<file path="src/rtl/data_stack_pkg.sv">
// Shared definitions for the data_stack operand stack: stack-effect codes on i_se.
// Code 7 (ROT) is only decoded when DATA_STACK_ROT_EN is defined; otherwise it acts as NONE.
package data_stack_pkg;

  typedef enum logic [2:0] {
    SE_NONE     = 3'd0,
    SE_DROP     = 3'd1,
    SE_PUSH     = 3'd2,
    SE_RPLC     = 3'd3,
    SE_SWAP     = 3'd4,
    SE_POP_RPLC = 3'd5,
    SE_DUP      = 3'd6,
    SE_ROT      = 3'd7
  } se_e;

endpackage

</file>
<file path="src/rtl/lifo_spill.sv">
// Register-array LIFO holding the stack entries below TOS/NOS.
// Contents are not reset; only the fill count is. Callers guarantee no push when full / pop when empty.
module lifo_spill #(
  parameter int WIDTH   = 8,
  parameter int ENTRIES = 10
) (
  input  logic                             i_clk,
  input  logic                             i_rst_n,
  input  logic                             i_push,
  input  logic                             i_pop,
  input  logic                             i_wr_top,
  input  logic [WIDTH-1:0]                 i_data,
  output logic [WIDTH-1:0]                 o_top,
  output logic [$clog2(ENTRIES+1)-1:0]     o_count,
  output logic                             o_full,
  output logic                             o_empty
);

  localparam int CW = $clog2(ENTRIES + 1);
  localparam int AW = (ENTRIES > 1) ? $clog2(ENTRIES) : 1;
  localparam logic [CW-1:0] ENTRIES_V = CW'(ENTRIES);

  logic [WIDTH-1:0] mem_q [ENTRIES];
  logic [CW-1:0]    count_q, count_d;
  logic [AW-1:0]    wr_idx, rd_idx;

  assign wr_idx  = AW'(count_q);
  assign rd_idx  = AW'(count_q - CW'(1));
  assign o_empty = (count_q == '0);
  assign o_full  = (count_q == ENTRIES_V);
  assign o_count = count_q;
  assign o_top   = o_empty ? '0 : mem_q[rd_idx];

  always_comb begin
    count_d = count_q;
    if (i_push && !o_full)
      count_d = count_q + CW'(1);
    else if (i_pop && !o_empty)
      count_d = count_q - CW'(1);
  end

  always_ff @(posedge i_clk or negedge i_rst_n) begin
    if (!i_rst_n) count_q <= '0;
    else          count_q <= count_d;
  end

  // Write-top rewrites the current top in place (used by ROT); push has priority.
  always_ff @(posedge i_clk) begin
    if (i_push && !o_full)
      mem_q[wr_idx] <= i_data;
    else if (i_wr_top && !o_empty)
      mem_q[rd_idx] <= i_data;
  end

endmodule

</file>
<file path="src/rtl/data_stack.sv">
// Operand stack upstream of the ALU: TOS/NOS registers, spill LIFO, legality decode, sticky error.
// Define DATA_STACK_ROT_EN to enable code 7 ROT (a b c -> b c a); otherwise code 7 is NONE.
module data_stack
  import data_stack_pkg::*;
#(
  parameter int WIDTH = 8,
  parameter int DEPTH = 12
) (
  input  logic                         i_clk,
  input  logic                         i_rst_n,
  input  logic [2:0]                   i_se,
  input  logic [WIDTH-1:0]             i_data,
  output logic [WIDTH-1:0]             o_tos,
  output logic [WIDTH-1:0]             o_nos,
  output logic [$clog2(DEPTH+1)-1:0]   o_depth,
  output logic                         o_empty,
  output logic                         o_full,
  output logic                         o_err
);

  localparam int DW  = $clog2(DEPTH + 1);
  localparam int SE  = DEPTH - 2;
  localparam int SCW = $clog2(SE + 1);
  localparam logic [DW-1:0] DEPTH_V = DW'(DEPTH);

  logic [WIDTH-1:0] tos_q, tos_d, nos_q, nos_d;
  logic [DW-1:0]    depth_q, depth_d;
  logic             err_q, err_d;

  logic             sp_push, sp_pop, sp_wr;
  logic [WIDTH-1:0] sp_wdata, sp_top;
  logic [SCW-1:0]   sp_cnt;
  logic             sp_full, sp_empty;
  logic             ge1, ge2;
  se_e              se;

  lifo_spill #(
    .WIDTH   (WIDTH),
    .ENTRIES (SE)
  ) u_spill (
    .i_clk    (i_clk),
    .i_rst_n  (i_rst_n),
    .i_push   (sp_push),
    .i_pop    (sp_pop),
    .i_wr_top (sp_wr),
    .i_data   (sp_wdata),
    .o_top    (sp_top),
    .o_count  (sp_cnt),
    .o_full   (sp_full),
    .o_empty  (sp_empty)
  );

  assign se  = se_e'(i_se);
  assign ge1 = (depth_q >= DW'(1));
  assign ge2 = (depth_q >= DW'(2));

  // Spill is full exactly when the whole stack is full, since it only fills once TOS/NOS are occupied.
  always_comb begin
    tos_d    = tos_q;
    nos_d    = nos_q;
    depth_d  = depth_q;
    err_d    = err_q;
    sp_push  = 1'b0;
    sp_pop   = 1'b0;
    sp_wr    = 1'b0;
    sp_wdata = nos_q;
    case (se)
      SE_DROP: begin
        if (ge1) begin
          tos_d   = nos_q;
          nos_d   = sp_top;
          sp_pop  = !sp_empty;
          depth_d = depth_q - DW'(1);
        end else err_d = 1'b1;
      end
      SE_PUSH: begin
        if (!sp_full) begin
          sp_push = ge2;
          nos_d   = tos_q;
          tos_d   = i_data;
          depth_d = depth_q + DW'(1);
        end else err_d = 1'b1;
      end
      SE_RPLC: begin
        if (ge1) tos_d = i_data;
        else     err_d = 1'b1;
      end
      SE_SWAP: begin
        if (ge2) begin
          tos_d = nos_q;
          nos_d = tos_q;
        end else err_d = 1'b1;
      end
      SE_POP_RPLC: begin
        if (ge2) begin
          tos_d   = i_data;
          nos_d   = sp_top;
          sp_pop  = (sp_cnt != '0);
          depth_d = depth_q - DW'(1);
        end else err_d = 1'b1;
      end
      SE_DUP: begin
        if (ge1 && !sp_full) begin
          sp_push = ge2;
          nos_d   = tos_q;
          depth_d = depth_q + DW'(1);
        end else err_d = 1'b1;
      end
      SE_ROT: begin
`ifdef DATA_STACK_ROT_EN
        if (!sp_empty) begin
          tos_d = sp_top;
          nos_d = tos_q;
          sp_wr = 1'b1;
        end else err_d = 1'b1;
`endif
      end
      default: ;
    endcase
  end

  always_ff @(posedge i_clk or negedge i_rst_n) begin
    if (!i_rst_n) begin
      tos_q   <= '0;
      nos_q   <= '0;
      depth_q <= '0;
      err_q   <= 1'b0;
    end else begin
      tos_q   <= tos_d;
      nos_q   <= nos_d;
      depth_q <= depth_d;
      err_q   <= err_d;
    end
  end

  assign o_tos   = tos_q;
  assign o_nos   = nos_q;
  assign o_depth = depth_q;
  assign o_empty = (depth_q == '0);
  assign o_full  = (depth_q == DEPTH_V);
  assign o_err   = err_q;

endmodule

</file>
<file path="config.mk">
export PLATFORM = sky130hd
export DESIGN_NAME = data_stack
export DESIGN_NICKNAME = d
export VERILOG_FILES = /design/src/rtl/data_stack_pkg.sv /design/src/rtl/lifo_spill.sv /design/src/rtl/data_stack.sv
export SDC_FILE = /design/constraint.sdc
export NUM_CORES = 1
export LEC_CHECK = 0
export CORE_AREA = 2 2 76 107
export CTS_BUF_LIST = sky130_fd_sc_hd__clkbuf_8
export DETAILED_ROUTE_END_ITERATION = 6
export DIE_AREA = 0 0 78 109
export PLACE_DENSITY = 0.85
export SYNTH_ARGS = -nofsm -noshare
export SYNTH_HDL_FRONTEND = slang
export SYNTH_SLANG_ARGS = --single-unit
</file>
<file path="constraint.sdc">
create_clock -name i_clk -period 7 [get_ports i_clk]
set_input_delay 1.4 -clock i_clk [delete_from_list [all_inputs] [get_ports i_clk]]
set_output_delay 1.4 -clock i_clk [all_outputs]
set_load 0.005 [all_outputs]
</file>
## Word-level counts from Yosys, hierarchy flattened

Memories as Yosys holds them, arrays and structs flattened.
Cells that the tools add are included.

| cells by class | value |
|---|---|
| $lt $le $gt $ge | 2 |
| multiplexer cells | 33 |
| add/subtract/negate cells | 4 |
| reductions and logical operators | 19 |
| equality and inequality tests | 18 |

Operator list:

| cell | count |
|---|---|
| $mux W8 | 11 |
| $pmux W8 S5 | 2 |
| $mux W4 | 6 |
| $ne A2 B2 Y1 const B | 10 |
| $pmux W4 S4 | 1 |
| $reduce_and A6 Y1 | 2 |
| $reduce_bool A4 Y1 | 3 |
| $mux W1 | 10 |
| $reduce_and A5 Y1 | 2 |
| $reduce_bool A5 Y1 | 2 |
| $eq A3 B3 Y1 const B | 3 |
| $add A4 B1 Y4 const B | 2 |
| $eq A4 B4 Y1 const B | 2 |
| $logic_not A4 Y1 | 2 |
| $sub A4 B1 Y4 const B | 2 |
| $eq A3 B2 Y1 const B | 2 |
| $ge A4 B1 Y1 const B | 1 |
| $ge A4 B2 Y1 const B | 1 |
| $pmux W1 S2 | 2 |
| $pmux W1 S4 | 1 |
| $reduce_or A2 Y1 | 2 |
| $eq A3 B1 Y1 const B | 1 |
| $logic_and A1 B1 Y1 | 3 |
| $logic_not A1 Y1 | 2 |
| $reduce_bool A2 Y1 | 1 |

| word-level totals | value |
|---|---|
| bits of input ports | 13 |
| output and inout bits | 23 |
| word-level logic and storage cells | 82 |
| register bits | 25 |
| memories | 1 |
| RAM bits | 80 |

Memories:

| memory | depth | width | read ports | clocked after memory_dff | write ports | RTL line | RTL |
|---|---|---|---|---|---|---|---|
| u_spill.mem_q | 10 | 8 | 1 | 0 | 1 | lifo_spill.sv:23 | `logic [WIDTH-1:0] mem_q [ENTRIES];` |

## Longest topological paths before layout

| depth | value |
|---|---|
| word-level depth | 8 |
| depth in mapped cells | 12 |
| depth with buffers taken out | 7 |

## Modules after synthesis

A second synthesis with hierarchy kept.

| second synthesis, totals | value |
|---|---|
| cell total of the unflattened synthesis | 366 |
| area total of the unflattened synthesis | 5,142.4 sq um |

Modules (own cells, without submodules):

| module | cells each | area each (sq um) | seq. area each (sq um) | times used |
|---|---|---|---|---|
| lifo_spill | 237 | 3,707.3 | 2,502.4 | 1 |
| data_stack | 129 | 1,435.1 | 525.5 | 1 |

## Least setup slack after synthesis

No wires, ideal clock.

| timing path | value |
|---|---|
| path type | in2reg |
| start point | input i_se[0] |
| end point | memory u_spill.mem_q[3][0] (enable) |
| setup time | 395 ps |
| setup slack | 3,730 ps |
| required time | 6,605 ps |
| stages | 5 |
| arrival time | 2,876 ps |
| path buffers | 1 |
| path through | inv_1 ha_1 buf_2 o2111ai_4 nor4_1 |

| on the way | value |
|---|---|
| cells in the longest elaborated chain, start to end | 5 |
| elaborated cells between the ends (all ways) | 6 |
| classes of those cells | eq/ne (2); mux (3); reduce/logical (1) |

Ends and longest elaborated chain:

| element | RTL line | RTL |
|---|---|---|
| from (decl) | data_stack.sv:11 | `input logic [2:0] i_se,` |
| $eq A3 B3 Y1 or $eq A3 B2 Y1 (tied branches) | data_stack.sv:67 | `case (se)` |
| $pmux W1 S2 * | data_stack.sv:67 |  |
| $logic_and A1 B1 Y1 * | lifo_spill.sv:49 | `if (i_push && !o_full)` |
| $mux W1 * | lifo_spill.sv:49 |  |
| $mux W1 (implied by the code) * | lifo_spill.sv:50 | `mem_q[wr_idx] <= i_data;` |
| to (decl) | lifo_spill.sv:23 |  |

Every way passes the cells marked *; elsewhere a longest branch is shown, timed or not.

## Worst setup path in the final report

| timing path | value |
|---|---|
| start point | input i_se[0] |
| end point | memory u_spill.mem_q[7][5] (enable) |

The elaborated chain is that of the path after synthesis.

==> results.md <==
* Status: finished, final reports clean
* Cell count after placement at 444
* Mapped Cells at between 300 and 400
* Final Hold Violating Endpoints at 0
* Worst r2r src: u_spill.o_count[0]
* Synth Warn # at 0
* Crit path launch type: input pin
* Synthesized area at approximately 4800 um2
* Finished Core Util at between 70% and 80%
* Worst R2R Setup Slack at 3.84 ns
* Clock skew at 0.01169 ns
* Root buf cell: clkbuf_8
* Number of synthesized flops with an enable pin at 80
* Clk_lat worst skew at approximately 0.36 ns
* Core ar. at ~7600 um2
* Most frequent cell after synthesis: edfxtp_1
* Top FF cell, synth: edfxtp_1
* Crit path capture type: flip-flop
* Seq/Total Area, Yosys at 63.25%
* Detailed Route WL at roughly 9400 um
* Tmin final at around 3.9 ns
* Antenna violations before repair at 0
* DR WL/cell at 20.53 um
* R2r endpoint: o_nos[4]
* Detailed Routing Iterations Pass 1 at 4
* Share of cells above drive strength 1 at approximately 14%
* H-tree depth at 3
* Die ar. at ~8500 um2
* Setup CP Type: input pin to flip-flop
* Initial core utilization at 62.93%
* Slew HR at roughly 14%
* Hold Path Class: flip-flop to flip-flop
* Clock buffer depth at 2
* RSZ-0062 raised after global routing: false
* Post-CTS Setup Repair Bufs at 0
* Row count at 38
* Hold Buf Count CTS at 0
* Via count at approximately 2800
* Largest net degree at the start of global routing at 30
* Vias/cell at 6.117
* GPL Wtd Cong at approximately 0.9
* Top cell type's share of synthesized area at around 50%
* ANT cells at 0
* Critical path destination: u_spill.mem_q[7][5]
* Vert. Die Dim at between 100 and 150 um
* Leading area contributor after synthesis: edfxtp_1
* Final Max Slew Viols at 0
* Synth cell types at 51
* PortBufs at 35
* Crit path DAT at 3.93 ns
* Post-CTS resize count at 0
* Data required, critical path at 7.02 ns
* Finished Layout Cells at 460
* Clock-pin slew on the worst setup and hold paths at 0.10 ns
* Grt ovf at 0
* First-pass GRT wire length at around 15000 um
* DRT iter0 DRCs at about 250
* Clk sinks at ~110
* Slew @ Worst Pin at around 1.3 ns
* CTS tree: built
* Yosys reg bits at roughly 110
* Drc violations at 0
* Max Cap Viol at 0
* VDD IR max at between 0.2 and 0.3 mV
* Post-synth top cells: edfxtp_1, dfrtp_1, mux2i_1, nand2_1, nor2_1
* Leakage power at a little under 2 nW
* Maximum fanout along the worst path at 11
* Die Wd at 78 um
* PwrDens at 415.1 nW/um2
* R2R depth at 8
* Final period util at 55.90%
* Fmax at 255.6 MHz
* Synth area leaders: edfxtp_1, dfrtp_1, mux4_2
* Fillcell total at approximately 530
* Cts bufs inserted at 9
* Syn nets at approximately 350
* Worst hold path stage count at 1
* P&R area growth vs syn at 12.70%
* Layout Nets at between 300 and 400
* Synth async-reset ratio at 23.81%
* Syn_area_per_cell at between 10 and 15 um2
* HPWL Detailed at 6531 um
* # setup viols final at 0
* I/O pin total at 36
* Antenna viol nets, final at 0
* Total global-route track usage at around a quarter
* Critical Path Start: i_se[0]
* Setup TNS at 0 ns
* Vias in the first global route at about 3000
-- through the flow --
step | cell area (um2) | hold slack, ns | setup slack, ns | power [mW]
2_1_floorplan | 4787 | 0.4678 | 3.730 | 1.568
3_3_place_gp | 5200 | 0.4684 | 3.022 | 1.855
3_5_place_dp | 5200 | 0.4726 | 2.771 | 1.889
4_1_cts | 5395 | 0.5056 | 3.161 | 2.251
5_1_grt | 5395 | 0.5448 | 2.878 | 2.371
6_report | 5395 | 0.5006 | 3.087 | 2.240
-- layout make-up --
cell class	instances	area, um2	share of cell area [%]
flip-flops and latches	105	3028	56.12
inverters	11	41.29	0.7653
clock buffers	10	137.6	2.551
multi-input cells	189	1625	30.13
clock inverters	6	57.56	1.067
repair buffers	39	380.4	7.050
well taps	100	125.1	2.319
-- cells by family (layout without fill, tap and decap cells) --
kind of cell	after synthesis	after routing	share of synthesized area [%]
AND/OR/NAND/NOR	79	79	8.521
XOR/XNOR	10	10	1.830
buffers and inverters	26	66	2.796
adder cells (fa/ha/maj)	13	13	3.398
flip-flops	105	105	63.25
AO/OA/AOI/OAI	46	46	7.450
multiplexers	41	41	12.75
-- placed cells by master (no fill, tap or decap), types with 10 or more instances in the layout --
cell / instances
a21oi_1: 19
dfrtp_1: 25
mux2i_1: 25
clkdlybuf4s50_1: 35
inv_1: 10
clkbuf_8: 10
nand2_1: 25
edfxtp_1: 80
ha_1: 13
nor2_1: 23
mux4_2: 16
-- registers in the layout (all words and copies together), names as in the netlist --
name / flops
u_spill.mem_q: 80
o_nos: 8
o_tos: 8
o_depth: 4
u_spill.o_count: 4
o_err: 1
-- how the worst min path moves through the flow --
stage,start,endpoint,slack (ns)
after floorplan,o_err,o_err,0.47
after global placement,o_err,o_err,0.47
after detailed placement,o_err,o_err,0.47
after CTS,o_err,o_err,0.51
after global routing,o_err,o_err,0.54
final,o_err,o_err,0.50
-- layer usage --
layer	vias up	part of all wire, %	wire (um)	track usage (%)
li1	1284	-	-	-
met1	1424	38	3576	28.62
met2	98	55	5230	42.24
met3	8	4.9	461	5.546
met4	0	1.9	175	11.15
met5	-	0	0	0
-- report_power, final --
| part | switching [mW] | total, mW | leakage (nW) | internal, mW |
|---|---|---|---|---|
| Combinational | 0.441 | 0.875 | 0.838 | 0.434 |
| Sequential | 0.169 | 1.01 | 1.00 | 0.839 |
| Clock | 0.208 | 0.356 | 0.101 | 0.148 |
| Total | 0.819 | 2.24 | 1.94 | 1.42 |
-- critical path, cell delays in order --
cell and delay (ns):
clkdlybuf4s50_1 0.47, inv_1 0.12, ha_1 0.44, nand2_1 0.11
a2111oi_0 0.88, and2_1 0.50
Note: power is estimated with default switching activity, not from simulation.
